## src/rtl/dshot_arm_sequencer_pkg.sv

```systemverilog
// ============================================================================
// Module : dshot_pkg
// Desc   : Shared state encoding, DShot constants and throttle mapping helper.
// Rev    : 1.0  initial release
// ============================================================================
`default_nettype none

package dshot_pkg;

    typedef enum logic [1:0] {
        DISARMED = 2'd0,
        ARMED    = 2'd1,
        FAILSAFE = 2'd2
    } dshot_state_t;

    localparam int DSHOT_CMD_MAX   = 47;
    localparam int THROTTLE_OFFSET = 48;
    localparam int THROTTLE_MAX    = 1999;
    localparam int BEEP_CMD_LAST   = 5;

    // Raw values below the offset are commands and carry no throttle.
    function automatic logic [10:0] throttleFromSpeed(input logic [10:0] speed);
        logic [10:0] scaled;
        if (speed < 11'(THROTTLE_OFFSET)) begin
            scaled = 11'd0;
        end else begin
            scaled = speed - 11'(THROTTLE_OFFSET);
        end
        if (scaled > 11'(THROTTLE_MAX)) begin
            scaled = 11'(THROTTLE_MAX);
        end
        return scaled;
    endfunction

endpackage

`default_nettype wire

```

## src/rtl/dshot_arm_sequencer_if.sv

```systemverilog
// ============================================================================
// Module : dshot_arm_sequencer_if
// Desc   : Decoded-frame bundle from the DShot frame decoder to the sequencer.
// Rev    : 1.0  initial release
// ============================================================================
`default_nettype none

interface dshot_arm_sequencer_if;

    logic        frameDone;
    logic [10:0] setSpeed;
    logic        isSpecialCommand;
    logic [5:0]  specialCommand;
    logic        CRCValid;
    logic        telemetryBit;

    modport master (
        output frameDone,
        output setSpeed,
        output isSpecialCommand,
        output specialCommand,
        output CRCValid,
        output telemetryBit
    );

    modport slave (
        input frameDone,
        input setSpeed,
        input isSpecialCommand,
        input specialCommand,
        input CRCValid,
        input telemetryBit
    );

endinterface

`default_nettype wire

```

## src/rtl/dshot_arm_sequencer_repeat_filter.sv

```systemverilog
// ============================================================================
// Module : dshot_repeat_filter
// Desc   : Counts consecutive identical commands and flags the single frame
//          that completes the required repeat run.
// Rev    : 1.0  initial release
// ============================================================================
`default_nettype none

module dshot_repeat_filter #(
    parameter int CMD_REPEAT = 6
) (
    input  wire logic       clk,
    input  wire logic       rst,
    input  wire logic       valid,
    input  wire logic       clear,
    input  wire logic       isCmd,
    input  wire logic [5:0] code,
    output logic            fire
);

    localparam int RW = $clog2(CMD_REPEAT + 1);
    localparam logic [RW-1:0] c_REP_MAX = RW'(CMD_REPEAT);
    localparam logic [RW-1:0] c_REP_ONE = RW'(1);

    logic [RW-1:0] r_repCnt;
    logic [5:0]    r_lastCode;
    logic          w_same;
    logic [RW-1:0] w_nextCnt;

    always_comb begin
        w_same = isCmd && (r_repCnt != '0) && (code == r_lastCode);
        if (!isCmd) begin
            w_nextCnt = '0;
        end else if (!w_same) begin
            w_nextCnt = c_REP_ONE;
        end else if (r_repCnt == c_REP_MAX) begin
            w_nextCnt = c_REP_MAX;
        end else begin
            w_nextCnt = r_repCnt + c_REP_ONE;
        end
        // A run already sitting at saturation must not fire again.
        fire = valid && isCmd && (w_nextCnt == c_REP_MAX) &&
               !(w_same && (r_repCnt == c_REP_MAX));
    end

    always_ff @(posedge clk) begin
        if (rst || clear) begin
            r_repCnt   <= '0;
            r_lastCode <= '0;
        end else if (valid) begin
            r_repCnt   <= w_nextCnt;
            r_lastCode <= code;
        end
    end

endmodule

`default_nettype wire

```

## src/rtl/dshot_arm_sequencer.sv

```systemverilog
// ============================================================================
// Module : dshot_arm_sequencer
// Desc   : Arming / failsafe / special-command policy behind the DShot decoder.
//          Optional CRC error counter enabled by DSHOT_ERRCNT_EN.
// Rev    : 1.0  initial release
// ============================================================================
`default_nettype none

module dshot_arm_sequencer
    import dshot_pkg::*;
#(
    parameter int ARM_FRAMES     = 10,
    parameter int CMD_REPEAT     = 6,
    parameter int TIMEOUT_CYCLES = 1_600_000
) (
    input  wire logic              clk,
    input  wire logic              rst,
    dshot_arm_sequencer_if.slave   frame,
    output logic [10:0]            throttle,
    output logic                   armed,
    output logic                   failsafe,
    output logic                   cmdStrobe,
    output logic [5:0]             cmdCode,
    output logic                   telemetryReq
`ifdef DSHOT_ERRCNT_EN
    ,
    output logic [7:0]             crcErrors
`endif
);

    localparam int ZW = $clog2(ARM_FRAMES + 1);
    localparam int TW = $clog2(TIMEOUT_CYCLES + 1);
    localparam logic [ZW-1:0] c_ARM_LAST = ZW'(ARM_FRAMES - 1);
    localparam logic [ZW-1:0] c_ZERO_ONE = ZW'(1);
    localparam logic [TW-1:0] c_TO_LAST  = TW'(TIMEOUT_CYCLES - 1);
    localparam logic [TW-1:0] c_TO_ONE   = TW'(1);

    dshot_state_t  r_state;
    logic [ZW-1:0] r_zeroCnt;
    logic [TW-1:0] r_toCnt;

    logic w_valid;
    logic w_isZero;
    logic w_toExpired;
    logic w_beep;
    logic w_repIsCmd;
    logic w_repValid;
    logic w_repClear;
    logic w_fire;

    always_comb begin
        w_valid     = frame.frameDone && frame.CRCValid;
        w_isZero    = (frame.setSpeed == 11'd0);
        w_toExpired = (r_toCnt == c_TO_LAST);
        w_beep      = frame.isSpecialCommand && (frame.specialCommand != 6'd0) &&
                      (frame.specialCommand <= 6'(BEEP_CMD_LAST));
        w_repIsCmd  = frame.isSpecialCommand &&
                      (frame.specialCommand > 6'(BEEP_CMD_LAST)) &&
                      (frame.specialCommand <= 6'(DSHOT_CMD_MAX));
        w_repValid  = w_valid && (r_state == ARMED);
        w_repClear  = !w_valid && w_toExpired && (r_state == ARMED);
    end

    dshot_repeat_filter #(
        .CMD_REPEAT (CMD_REPEAT)
    ) u_repeat_filter (
        .clk   (clk),
        .rst   (rst),
        .valid (w_repValid),
        .clear (w_repClear),
        .isCmd (w_repIsCmd),
        .code  (frame.specialCommand),
        .fire  (w_fire)
    );

    always_ff @(posedge clk) begin
        if (rst) begin
            r_state      <= DISARMED;
            r_zeroCnt    <= '0;
            r_toCnt      <= '0;
            throttle     <= '0;
            armed        <= 1'b0;
            failsafe     <= 1'b0;
            cmdStrobe    <= 1'b0;
            cmdCode      <= '0;
            telemetryReq <= 1'b0;
        end else begin
            cmdStrobe    <= 1'b0;
            telemetryReq <= w_valid && frame.telemetryBit;
            case (r_state)
                DISARMED: begin
                    if (w_valid) begin
                        r_toCnt <= '0;
                        if (w_isZero && (r_zeroCnt == c_ARM_LAST)) begin
                            r_state   <= ARMED;
                            armed     <= 1'b1;
                            r_zeroCnt <= '0;
                        end else if (w_isZero) begin
                            r_zeroCnt <= r_zeroCnt + c_ZERO_ONE;
                        end else begin
                            r_zeroCnt <= '0;
                        end
                    end else if (w_toExpired) begin
                        r_state   <= FAILSAFE;
                        failsafe  <= 1'b1;
                        throttle  <= '0;
                        r_zeroCnt <= '0;
                        r_toCnt   <= '0;
                    end else begin
                        r_toCnt <= r_toCnt + c_TO_ONE;
                    end
                end

                ARMED: begin
                    if (w_valid) begin
                        r_toCnt  <= '0;
                        throttle <= throttleFromSpeed(frame.setSpeed);
                        if (w_beep || w_fire) begin
                            cmdStrobe <= 1'b1;
                            cmdCode   <= frame.specialCommand;
                        end
                    end else if (w_toExpired) begin
                        r_state   <= FAILSAFE;
                        armed     <= 1'b0;
                        failsafe  <= 1'b1;
                        throttle  <= '0;
                        r_zeroCnt <= '0;
                        r_toCnt   <= '0;
                    end else begin
                        r_toCnt <= r_toCnt + c_TO_ONE;
                    end
                end

                FAILSAFE: begin
                    // The recovering frame already counts towards re-arming.
                    if (w_valid) begin
                        r_state   <= DISARMED;
                        failsafe  <= 1'b0;
                        r_zeroCnt <= w_isZero ? c_ZERO_ONE : '0;
                        r_toCnt   <= '0;
                    end
                end

                default: begin
                    r_state   <= DISARMED;
                    armed     <= 1'b0;
                    failsafe  <= 1'b0;
                    throttle  <= '0;
                    r_zeroCnt <= '0;
                    r_toCnt   <= '0;
                end
            endcase
        end
    end

`ifdef DSHOT_ERRCNT_EN
    always_ff @(posedge clk) begin
        if (rst) begin
            crcErrors <= '0;
        end else if (frame.frameDone && !frame.CRCValid && (crcErrors != 8'hFF)) begin
            crcErrors <= crcErrors + 8'd1;
        end
    end
`endif

endmodule

`default_nettype wire

```

## src/flat_wrapper.sv

```systemverilog
// flat-port wrapper written by rule: the top's interface ports become plain ports
module dshot_arm_sequencer_flat import dshot_pkg::*;
#(
    parameter int ARM_FRAMES     = 10,
    parameter int CMD_REPEAT     = 6,
    parameter int TIMEOUT_CYCLES = 1_600_000
)
  (clk, rst, throttle, armed, failsafe, cmdStrobe, cmdCode, telemetryReq, frame_frameDone, frame_setSpeed, frame_isSpecialCommand, frame_specialCommand, frame_CRCValid, frame_telemetryBit);
  dshot_arm_sequencer_if frame_i ();
  input  wire logic clk;
  input  wire logic rst;
  output logic [10:0] throttle;
  output logic armed;
  output logic failsafe;
  output logic cmdStrobe;
  output logic [5:0] cmdCode;
  output logic telemetryReq;
  input wire logic [$bits(frame_i.frameDone)-1:0] frame_frameDone;
  input wire logic [$bits(frame_i.setSpeed)-1:0] frame_setSpeed;
  input wire logic [$bits(frame_i.isSpecialCommand)-1:0] frame_isSpecialCommand;
  input wire logic [$bits(frame_i.specialCommand)-1:0] frame_specialCommand;
  input wire logic [$bits(frame_i.CRCValid)-1:0] frame_CRCValid;
  input wire logic [$bits(frame_i.telemetryBit)-1:0] frame_telemetryBit;
  assign frame_i.frameDone = frame_frameDone;
  assign frame_i.setSpeed = frame_setSpeed;
  assign frame_i.isSpecialCommand = frame_isSpecialCommand;
  assign frame_i.specialCommand = frame_specialCommand;
  assign frame_i.CRCValid = frame_CRCValid;
  assign frame_i.telemetryBit = frame_telemetryBit;
  dshot_arm_sequencer #(.ARM_FRAMES(ARM_FRAMES), .CMD_REPEAT(CMD_REPEAT), .TIMEOUT_CYCLES(TIMEOUT_CYCLES)) u_core (.clk(clk), .rst(rst), .frame(frame_i), .throttle(throttle), .armed(armed), .failsafe(failsafe), .cmdStrobe(cmdStrobe), .cmdCode(cmdCode), .telemetryReq(telemetryReq));
endmodule
```

## config.mk

```make
export PLATFORM = sky130hd
export DESIGN_NAME = dshot_arm_sequencer_flat
export DESIGN_NICKNAME = d
export VERILOG_FILES = /design/src/rtl/dshot_arm_sequencer_pkg.sv /design/src/rtl/dshot_arm_sequencer_if.sv /design/src/rtl/dshot_arm_sequencer_repeat_filter.sv /design/src/rtl/dshot_arm_sequencer.sv /design/src/flat_wrapper.sv
export SDC_FILE = /design/constraint.sdc
export NUM_CORES = 1
export LEC_CHECK = 0
export ABC_CLOCK_PERIOD_IN_PS = 3100
export BUFFER_PORTS_ARGS = -buffer_cell sky130_fd_sc_hd__buf_2
export CAP_MARGIN = 10
export CORE_UTILIZATION = 57
export DETAILED_ROUTE_END_ITERATION = 8
export PLACE_DENSITY = 0.84
export SLEW_MARGIN = 20
export SYNTH_ARGS = -nofsm -noshare
export SYNTH_HDL_FRONTEND = slang
export SYNTH_SLANG_ARGS = --single-unit
```

## constraint.sdc

```tcl
create_clock -name clk -period 3.1 [get_ports clk]
set_clock_uncertainty 0.2 [all_clocks]
set_input_delay 0.465 -clock clk [delete_from_list [all_inputs] [get_ports clk]]
set_output_delay 0.465 -clock clk [all_outputs]
set_load 0.1 [all_outputs]
```

==> results.py <==
metrics = {
    "placed_design": {
        "numPortBuffers": 43,
        "gp_routability_congestion": 0.841,
        "dpl_ws_ps": 648,
        "inst_count_dp": 459,
        "dp.final_hpwl_um": 4390,
    },
    "cts": {
        "clock_tree_root_buffer_cell": "clkbuf_8",
        "htree_levels": 3,
        "clock_tree.buffer_depth": 2,
        "cts.hold.buffers_added": 0,
        "clock_insertion_delay_worst_skew_ps": 340,
        "cts-buffers-inserted": 9,
        "clock-sinks": 57,
        "post_cts.repair.setup_buffers": 0,
        "tritoncts": "done",
        "worst_path_clk_slew_ps": 60,
        "cts_resized": 0,
    },
    "yosys": {
        "yosysSeqAreaShare_pct": 37.5,
        "synth_area_per_cell_um2": 8.52,
        "synthCells": 357,
        "synth_top_flop_cell": "dfxtp_1",
        "synth_net_count": 388,
        "syn_area_um2": 3040,
        "netlist.area_leader.share_pct": 37.5,
        "synth_seq_cells": 57,
        "yosysUniqueCellTypes": 61,
        "postSynth.asyncResetShare_pct": 0,
        "ys.warnings.count": 0,
        "synth_enable_flop_cells": 0,
        "yosys-top-cells-area": "dfxtp_1, a21oi_1, nand2_1",
        "synth.largest_area_cell": "dfxtp_1",
    },
    "floorplan": {
        "dieArea_um2": 5630,
        "boundaryPins": 44,
        "starting_utilization_of_the_core_area_pct": 59.2,
        "die_width_um": 75.1,
        "coreArea_um2": 5140,
        "die_height_um": 75.1,
        "row_count": 26,
    },
    "global_routing": {
        "grt-ovfl-total": 0,
        "total_grt_usage_pct": 24.9,
        "pin_count_of_the_biggest_net_entering_global_routing": 26,
        "first_pass_grt_wire_length_um": 10600,
        "grt_pass1_vias": 2436,
        "grt_antenna_before_repair": 0,
    },
    "critical_path": {
        "critPathCaptureType": "register",
        "crit_required_ps": 3160,
        "r2r-start": "u_core.r_state[0]$_SDFFE_PP0P_",
        "critical_path_class": "register to register",
        "number_of_cell_instances_on_the_worst_register_to_register_path": 5,
        "cp_data_arrival_time_ps": 2560,
        "rrSetupSlack_ps": 600,
        "regToRegEndpoint": "u_core.cmdCode[2]$_SDFFE_PP0P_",
        "kind_of_start_point_of_the_critical_path": "register",
        "worstPathMaxFanout": 15,
    },
    "drt": {
        "routed-via-count": 2665,
        "wl_per_cell_um": 13.3,
        "wl_um": 6330,
        "drc_errors": 0,
        "first_pass_iters": 4,
        "detail-route-antenna-nets": 0,
        "detailedRoute.firstIterationViolations": 133,
        "viasPerCell": 5.62,
    },
    "final_layout": {
        "register_area_um2": 1140,
        "syn_to_final_growth_pct": 13.9,
        "drive_above_1_share_pct": 20.3,
        "multi_input_area_um2": 1770,
        "fillerInstances": 454,
        "diodes": 0,
        "finish.net_count": 431,
        "stdcell_count": 474,
    },
    "worst_hold_path": {
        "hold_class": "input pin to register",
        "holdPathStages": 3,
        "worst_hold_path.endpoint": "u_core.throttle[3]$_SDFFE_PP0P_",
        "min-delay-start": "frame_setSpeed[3]",
    },
    "run_status": {
        "run_status": "finished, final reports clean",
    },
    "sta": {
        "postLayoutSetupSlackWorst_ps": 602,
        "fin_setup_tns_ps": 0,
        "post-route-period-util_pct": 80.6,
        "final.hold.worst_slack_ps": 195,
        "timing.max_slew.rel_slack_pct": 43.9,
        "finish_stage_setup_viols": 0,
        "finalMaxSlewViolations": 0,
        "grt_setup_unrepaired": "false",
        "timing.final.hold_violations": 0,
        "worst_pin_slew_ps": 840,
        "maxClockFrequency_mhz": 400,
        "min_period_ps": 2500,
    },
    "power": {
        "power.total_mw": 1.54,
        "power.leakage_nw": 1.39,
        "power_density_nw_per_um2": 445,
        "max-vdd-ir-drop_v": 0.000357,
    },
    "job": {
        "cap_viol_max_count": 0,
    },
}
[cell usage after synthesis, drive strengths merged, types with 4 or more instances]
cell    number
dfxtp       57
ha           8
nand4        7
and2         6
a21o         6
mux2i        4
nand2b       7
nor4         4
nand2       42
xor2        10
and3         6
nor2        28
xnor2       11
nor3         8
a211oi       8
clkbuf       7
a21bo        6
inv         10
buf          6
a21oi       41
nand3       21
nor3b        5
[flip-flops by register name, summed over array words and instances, names as in the netlist]
signal and count:
u_core.u_repeat_filter.r_lastCode 6, u_core.throttle 11, u_core.u_repeat_filter.r_repCnt 3, u_core.cmdCode 6
u_core.r_state 2, u_core.armed 1, u_core.telemetryReq 1, u_core.r_toCnt 21
u_core.cmdStrobe 1, u_core.failsafe 1, u_core.r_zeroCnt 4
[how the worst max path moves through the flow]
stage,startpoint,end,depth (start not counted)
finish,u_core.r_state[0]$_SDFFE_PP0P_,u_core.cmdCode[2]$_SDFFE_PP0P_,5
global route,u_core.r_state[0]$_SDFFE_PP0P_,u_core.cmdCode[2]$_SDFFE_PP0P_,5
global placement,frame_frameDone,u_core.cmdCode[0]$_SDFFE_PP0P_,6
detailed placement,u_core.r_state[0]$_SDFFE_PP0P_,u_core.cmdCode[2]$_SDFFE_PP0P_,5
floorplan,u_core.u_repeat_filter.r_repCnt[0]$_SDFFE_PP0P_,u_core.cmdCode[2]$_SDFFE_PP0P_,8
CTS,u_core.r_state[0]$_SDFFE_PP0P_,u_core.cmdCode[1]$_SDFFE_PP0P_,5
[per-stage QoR]
stage / util [%] / area, um2
floorplan: - / 3040
global placement: 63.6 / 3270
detailed placement: 63.6 / 3270
CTS: 67.4 / 3460
global route: 67.4 / 3460
finish: 67.4 / 3460
[report_power, final]
part	leakage (nW)	internal (mW)	total [mW]	switching [mW]
Combinational	0.828	0.0378	0.113	0.0756
Sequential	0.460	0.738	0.742	0.00422
Clock	0.102	0.408	0.685	0.277
[kinds of logic (layout without fill, tap and decap cells)]
| family | after synthesis | in the layout | share of synthesized area [%] |
|---|---|---|---|
| multiplexers | 4 | 4 | 1.32 |
| AO/OA/AOI/OAI | 85 | 85 | 18.8 |
| AND/OR/NAND/NOR | 158 | 158 | 28.5 |
| buffers and inverters | 24 | 71 | 4.48 |
| adder cells (fa/ha/maj) | 8 | 8 | 3.29 |
| XOR/XNOR | 21 | 21 | 6.04 |
| flip-flops | 57 | 57 | 37.5 |
[layer usage]
metal  vias up  GRT usage (%)  part of all wire (%)
li1       1364              -                     -
met3         9           7.90                   3.4
met2        39           42.7                    48
met4         0           9.64                   1.4
met5         -              0                     0
met1      1253           28.9                    47
[worst max-delay path, cell delays in order, from the launching register on]
cell and delay [ps]:
dfxtp_1 590, and4b_1 500, o2111a_1 240, or4b_4 550, a21bo_2 230, a21oi_1 120
[cell type report]
type | count | share of cell area [%]
clock buffer | 12 | 4.48
tap | 70 | 2.53
multi-input combinational | 276 | 51.0
inverter | 10 | 1.08
sequential | 57 | 32.9
clock inverter | 3 | 1.16
timing repair buffer | 46 | 6.86
[cells in the final DEF (no fill, tap or decap), types with 10 or more instances in the layout]
cell type  count
dfxtp_1       57
nand3_1       21
nand2_1       42
xnor2_1       11
buf_2         43
xor2_1        10
clkbuf_8      11
a21oi_1       41
inv_1         10
nor2_1        28
No activity file was read; power rests on OpenSTA's default activity.
